[src/rtl/riscv_retire_monitor.sv]
`default_nettype none
// ============================================================================
// Module      : riscv_retire_monitor
// Description : Observes retiring instructions and produces the retired count,
//               the last result value and a sticky halt flag.
// Revision    : 1.0 - initial release
// ============================================================================
module riscv_retire_monitor #(
    parameter int          CNT_WIDTH = 32,
    parameter logic [31:0] HALT_PREV = 32'h00c00093,
    parameter logic [31:0] HALT_INST = 32'h00008067
) (
    input  logic                 CLK,
    input  logic                 RSTn,
    input  logic                 RET_VALID,
    input  logic [31:0]          RET_INST,
    input  logic                 RET_RF_WE,
    input  logic [4:0]           RET_RF_WA,
    input  logic [31:0]          RET_RF_WD,
    input  logic                 RET_IS_STORE,
    input  logic [11:0]          RET_MEM_ADDR,
    input  logic                 RET_IS_BRANCH,
    input  logic                 RET_BR_TAKEN,
    output logic [CNT_WIDTH-1:0] NUM_INST,
    output logic [31:0]          OUTPUT_PORT,
    output logic                 HALT
);

    localparam logic [CNT_WIDTH-1:0] c_cnt_one = {{(CNT_WIDTH-1){1'b0}}, 1'b1};

    typedef enum logic [1:0] {
        ST_IDLE   = 2'd0,
        ST_ARMED  = 2'd1,
        ST_HALTED = 2'd2
    } state_t;

    state_t                 r_state;
    state_t                 w_state_nxt;
    logic [CNT_WIDTH-1:0]   r_num_inst;
    logic [31:0]            r_output;
    logic                   w_active;
    logic                   w_out_upd;
    logic [31:0]            w_out_nxt;

    // Once halted, nothing retired afterwards is architecturally visible.
    assign w_active = RET_VALID && (r_state != ST_HALTED);

    always_ff @(posedge CLK) begin
        if (!RSTn) begin
            r_state    <= ST_IDLE;
            r_num_inst <= '0;
            r_output   <= '0;
        end else begin
            r_state <= w_state_nxt;
            if (w_active) begin
                r_num_inst <= r_num_inst + c_cnt_one;
            end
            if (w_out_upd) begin
                r_output <= w_out_nxt;
            end
        end
    end

    always_comb begin
        w_state_nxt = r_state;
        case (r_state)
            ST_IDLE: begin
                if (RET_VALID && (RET_INST == HALT_PREV)) begin
                    w_state_nxt = ST_ARMED;
                end
            end
            ST_ARMED: begin
                // Bubbles between the two halt words keep the FSM armed.
                if (RET_VALID) begin
                    if (RET_INST == HALT_INST) begin
                        w_state_nxt = ST_HALTED;
                    end else if (RET_INST != HALT_PREV) begin
                        w_state_nxt = ST_IDLE;
                    end
                end
            end
            ST_HALTED: w_state_nxt = ST_HALTED;
            default:   w_state_nxt = ST_IDLE;
        endcase
    end

    always_comb begin
        w_out_upd = 1'b0;
        w_out_nxt = r_output;
        if (w_active) begin
            if (RET_IS_STORE) begin
                w_out_upd = 1'b1;
                w_out_nxt = {20'b0, RET_MEM_ADDR};
            end else if (RET_IS_BRANCH) begin
                w_out_upd = 1'b1;
                w_out_nxt = {31'b0, RET_BR_TAKEN};
            end else if (RET_RF_WE) begin
                // Writes to x0 report zero since x0 never changes.
                w_out_upd = 1'b1;
                w_out_nxt = (RET_RF_WA != 5'd0) ? RET_RF_WD : 32'd0;
            end
        end
    end

    assign NUM_INST    = r_num_inst;
    assign OUTPUT_PORT = r_output;
    assign HALT        = (r_state == ST_HALTED);

endmodule
`default_nettype wire

[config.mk]
export PLATFORM = sky130hd
export DESIGN_NAME = riscv_retire_monitor
export DESIGN_NICKNAME = d
export VERILOG_FILES = /design/src/rtl/riscv_retire_monitor.sv
export SDC_FILE = /design/constraint.sdc
export NUM_CORES = 1
export LEC_CHECK = 0
export CAP_MARGIN = 10
export CORE_UTILIZATION = 40
export DETAILED_ROUTE_END_ITERATION = 16
export GPL_TIMING_DRIVEN = 0
export PLACE_DENSITY = 0.8
export SETUP_SLACK_MARGIN = 0.05
export SLEW_MARGIN = 25
export SYNTH_ARGS = -nofsm -noshare
export SYNTH_HDL_FRONTEND = slang
export SYNTH_SLANG_ARGS = --single-unit
[constraint.sdc]
create_clock -name CLK -period 1.9 [get_ports CLK]
set_input_delay 0.38 -clock CLK [delete_from_list [all_inputs] [get_ports CLK]]
set_output_delay 0.38 -clock CLK [all_outputs]
set_load 0.01 [all_outputs]
==> results of run 1 <==
worst max-delay path, stage by stage:
cell             delay, ns
clkdlybuf4s50_1       0.39
or4_4                 0.43
nor2_4                0.12
nor4_4                0.06
buf_4                 0.16
buf_6                 0.13
a221oi_2              0.25
nor2b_1               0.09
power breakdown:
part	internal, mW	switching, mW	leakage (nW)
registers	1.41	0.0209	0.538
logic	0.281	0.160	1.27
clock network	0.605	0.509	0.101
total	2.30	0.690	1.91
layout make-up:
type | instances | area [sq um]
tap | 99 | 124
timing repair buffer | 159 | 1580
clock inverter | 2 | 10.0
buffer | 19 | 115
inverter | 4 | 15.0
clock buffer | 13 | 179
sequential | 66 | 1330
multi-input combinational | 248 | 1780
fill | 551 | 2200
metrics by stage:
stage	setup slack (ns)	hold slack, ns	power [mW]	TNS [ns]	utilization (%)
after floorplan	0.199	0.501	1.59	0	-
after detailed placement	-0.585	0.476	1.87	-20.99	64.3
after global placement	-0.535	0.483	1.86	-19.36	64.3
after CTS	0.0139	0.485	2.99	0	68.0
final	0.114	0.486	2.99	0	70.0
after global routing	0.0536	0.522	3.11	0	70.0
metal layers:
layer	vias up	track usage, %
met5	-	0
met4	0	11.8
met3	22	8.96
met2	125	39.0
met1	1462	26.0
li1	1543	-
layout by cell type (no fill, tap or decap), types with 6 or more instances in the layout:
cell,netlist,layout
clkbuf_8,0,13
dfxtp_2,0,6
nor4_2,1,6
nor4_1,14,8
nor2_1,17,16
buf_4,0,7
nand2_1,26,26
nand4_1,10,10
clkbuf_1,13,8
xor2_1,9,9
clkdlybuf4s50_1,0,146
nand3_1,14,12
a221oi_2,0,9
nor2b_1,32,32
xnor2_1,17,17
o21ai_0,7,7
and2_1,27,27
dfxtp_1,66,60
a22oi_1,21,21
cell families after synthesis:
family	share of synthesized area [%]
compound gates	12.3
flops	43.1
simple gates	33.2
fa+ha+maj	0.408
buf+inv	3.22
xor+xnor	7.43
mux	0.327
path summary, 6_finish.rpt:
path	slack (ns)	cells after the start	to	start
min	0.49	2	NUM_INST[31]	NUM_INST[31]
max	0.11	8	OUTPUT_PORT[10]	RET_RF_WA[4]
min reg2reg	0.49	2	NUM_INST[31]	NUM_INST[31]
max reg2reg	0.15	6	NUM_INST[21]	NUM_INST[6]
what timing repair did:
action / CTS / global route
pin swaps: 4 / 5
gates resized for setup: 19 / 36
endpoints found under the setup margin: 49 / 45
setup buffers: 3 / 3
gates cloned: 1 / 0
flip-flops by register name, indices dropped and copies added, names as in the netlist:
name / flops
r_state: 2
OUTPUT_PORT: 32
NUM_INST: 32
==> impl_metrics.yaml, run 1 <==
status:
  status: "completed"
critical_path:
  worst-path-max-fanout: 5
  worstPathArrival_ns: 2.02
  crit_path_end_kind: "flop"
  cp-start-kind: "primary input"
  critPathKind: "primary input to flop"
  worstPathRequired_ns: 2.13
floorplan:
  initial_utilization_pct: 41.8
  row_count: 31
  core_area_sq_um: 7330
  dieArea_sq_um: 8020
  die_h_um: 89.5
  die_w_um: 89.5
  num_io_pins: 153
worst_hold_path:
  hp-class: "flop to flop"
detailed_routing:
  via_per_inst: 5.17
  drcViolationCount: 0
  m1WireLength_um: 3620
  route.met3.wl_um: 810
  wl_per_cell_um: 14.9
  ant_nets: 0
  dr.pass1.iters: 4
  dr_total_vias: 3152
  first_iter_violations: 118
  met2_length_um: 4440
  routed_wl_um: 9110
  top_layer_used: "met4"
pwr:
  power_density_nw_per_um2: 582
  p_leak_nw: 1.91
  peakVddDrop_uv: 482
synthesis:
  synth_edf_count: 0
  syn_nets: 427
  synth_warnings: 0
  syn_area_per_cell_sq_um: 9.07
  yosysMostFrequentCell: "dfxtp_1"
  syn_area_sq_um: 3070
  synth_common_cells: "dfxtp_1 (66), nor2b_1 (32), and2_1 (27), nand2_1 (26), a22oi_1 (21)"
  netlist.area_leader.share_pct: 43.1
  yosysUniqueCellTypes: 40
  synth_ff_type: "dfxtp_1"
  ys_seq_area_share_pct: 43.1
  ys_ff_latch: 66
  synth_area_leaders: "dfxtp_1 (43%), nor2b_1 (6.5%), and2_1 (5.5%)"
  yosysTopAreaCell: "dfxtp_1"
  async_reset_ff_share_pct: 0
  synthCells: 338
finish:
  areaGrowthSynthToFinish_pct: 67.4
  post_layout_nonfiller_instances: 610
  drive_gt1_share_pct: 13.5
  nets: 596
  diodes: 0
  design_area_sq_um: 5130
timing:
  clock_skew_ns: 0.0108
  fin_crit_sh_pct: 94.0
  fmax_mhz: 560
  setup-violations-final: 0
  relSlewSlack_pct: 70.9
  finalHoldViolCount: 0
  report.final.slew_viol_count: 0
  grt_setup_unrepaired: "no"
  min_period_ns: 1.79
  worst_pin_slew_ns: 0.436
global_route:
  gr-total-overflow: 0
  grt_max_degree: 11
  grt_pass1_wl_um: 14200
  grt_use_total_pct: 23.4
  antenna_found_initial: 0
  first_global_vias: 3068
clock_tree:
  cts-root-buf: "clkbuf_8"
  cts_htree_levels: 3
  clk_latency_ns: 0.34
  cts_tree: "done"
  cts.clk_slew.worst_paths_ns: 0.07
  postCtsHoldBufs: 0
  clockBufferDepth: 2
  clock-sinks: 66
  numCtsBuffers: 9
placed_design:
  placed_cells: 589
  io_buffers: 152
  gp_congestion: 0.784
  hpwl_um: 6630
  placedInstanceArea_sq_um: 4710
run:
  max_cap_viol_count: 0
No activity file was read; power rests on OpenSTA's default activity.
==> inputs of run 2 (changes only) <==
- MAX_ROUTING_LAYER: default -> met4
==> run 2 against run 1 <==
Compared with the run above: register-to-register slack hardly changed; utilization stayed put; first-iteration DRC count is 2.5% higher; worst hold slack hardly changed; sequential share of layout area stayed put; highest routed layer unchanged.
==> impl_metrics.yaml, run 2 (synthesis results as in run 1) <==
status:
  status: "completed"
finish:
  areaGrowthSynthToFinish_pct: 67.4
  layout_common_cells: "clkdlybuf4s50_1 (146), dfxtp_1 (60), nor2b_1 (32)"
  final_common_cell: "clkdlybuf4s50_1"
  nets: 596
  diodes: 0
  drive_gt1_share_pct: 13.5
floorplan:
  die_w_um: 89.5
  die_h_um: 89.5
  initial_utilization_pct: 41.8
  dieArea_sq_um: 8020
  core_area_sq_um: 7330
  num_io_pins: 153
  row_count: 31
critical_path:
  path_cells: "clkdlybuf4s50_1 -> or4_4 -> nor2_4 -> nor4_4 -> buf_4 -> buf_6 -> a221oi_2 -> nor2b_1"
  critPathTopFamily: "simple AND/OR/NAND/NOR gates"
  slowest_delay_ns: 0.43
  cp_num_buf_inv: 3
  worstPathRequired_ns: 2.13
  cp-start-kind: "primary input"
  critPathKind: "primary input to flop"
  worst-path-max-fanout: 5
  crit_path_end_kind: "flop"
  worstPathArrival_ns: 2.02
  critPathSlowestCell: "or4_4"
detailed_routing:
  dr.pass1.iters: 4
  wl_per_cell_um: 14.9
  via_per_inst: 5.18
  ant_nets: 0
  dr_total_vias: 3158
  routed_wl_um: 9110
  first_iter_violations: 121
  drcViolationCount: 0
timing:
  min_period_ns: 1.79
  fin_crit_sh_pct: 94.1
  clock_skew_ns: 0.00916
  report.final.slew_viol_count: 0
  setup-violations-final: 0
  grt_setup_unrepaired: "no"
  relSlewSlack_pct: 71.3
  finalHoldViolCount: 0
  finalSetupTns_ns: 0
  worst_pin_slew_ns: 0.430
  fmax_mhz: 559
clock_tree:
  cts_htree_levels: 3
  clk_latency_ns: 0.34
  clockBufferDepth: 2
  numCtsBuffers: 9
  clock-sinks: 66
  cts-root-buf: "clkbuf_8"
  cts.clk_slew.worst_paths_ns: 0.07
  cts_tree: "done"
  postCtsHoldBufs: 0
pwr:
  pwr-share-clk_pct: 37.2
  p_leak_nw: 1.91
  switching_power_mw: 0.687
  combinationalPowerShare_pct: 14.8
  peakVddDrop_uv: 482
  power_density_nw_per_um2: 582
  p_sw_share_pct: 23.0
  p_int_mw: 2.30
  seqPwrFrac_pct: 48.0
  power_mw: 2.99
placed_design:
  io_buffers: 152
  gp_congestion: 0.795
  hpwl_um: 6630
global_route:
  grt_max_degree: 11
  grt_pass1_wl_um: 14100
  grt_use_total_pct: 24.1
  gr-total-overflow: 0
  first_global_vias: 3088
  grtUsageMet2_pct: 38.8
  antenna_found_initial: 0
  top_usage_layer: "met2"
  met3_usage_pct: 6.65
  use_met1_pct: 27.4
worst_hold_path:
  hp-class: "flop to flop"
run:
  max_cap_viol_count: 0
[run 2: repair_timing]
item                                   in CTS  in global routing
resized for setup                          19                 36
endpoints found under the hold margin       0                  0
setup buffers                               3                  3
gates cloned                                1                  0
pin swaps                                   4                  5
setup endpoints to repair                  49                 45
[run 2: stage by stage]
stage	area [sq um]	worst slack [ns]	util (%)	hold slack (ns)	std cells
after floorplan	3070	0.199	-	0.501	338
after global placement	4710	-0.535	64.3	0.483	589
after detailed placement	4710	-0.585	64.3	0.476	589
after CTS	4980	0.0139	68.0	0.485	607
after global routing	5130	0.0536	70.0	0.522	610
final	5130	0.112	70.0	0.486	610
[run 2: worst paths after layout]
| path | start | end | slack [ns] | depth (start not counted) |
|---|---|---|---|---|
| max | RET_RF_WA[4] | OUTPUT_PORT[10] | 0.11 | 8 |
| min | NUM_INST[31] | NUM_INST[31] | 0.49 | 2 |
| max reg2reg | NUM_INST[6] | NUM_INST[21] | 0.14 | 6 |
| min reg2reg | NUM_INST[31] | NUM_INST[31] | 0.49 | 2 |
[run 2: final cells by class]
| type | instances | area, sq um |
|---|---|---|
| buffer | 19 | 115 |
| clock buffer | 13 | 179 |
| clock inverter | 2 | 10.0 |
| fill | 551 | 2200 |
| inverter | 4 | 15.0 |
| multi-input combinational | 248 | 1780 |
| sequential | 66 | 1330 |
| tap | 99 | 124 |
| timing repair buffer | 159 | 1580 |
[run 2: power by group through the flow]
stage	Combinational (mW)	Sequential (mW)	Clock, mW
3_5_place_dp	0.409	1.46	0
3_3_place_gp	0.404	1.46	0
2_1_floorplan	0.116	1.47	0
6_report	0.441	1.43	1.11
4_1_cts	0.427	1.43	1.13
5_1_grt	0.476	1.44	1.20
[run 2: metal layers]
layer  vias up  wire (um)
met5         -          0
met4         0        242
met3        22        622
met2       120       4430
met1      1474       3820
li1       1542          -
[run 2: tightest hold or removal path, delay by kind of cell (launching register included)]
kind | cells | cell delay [ns]
compound gates | 2 | 0.13
flops | 1 | 0.31
==> inputs of run 3 (changes only) <==
- CAP_MARGIN: 10 -> 40
==> results of run 3 <==
Final layout, timing and power as in run 2 (identical DEF).
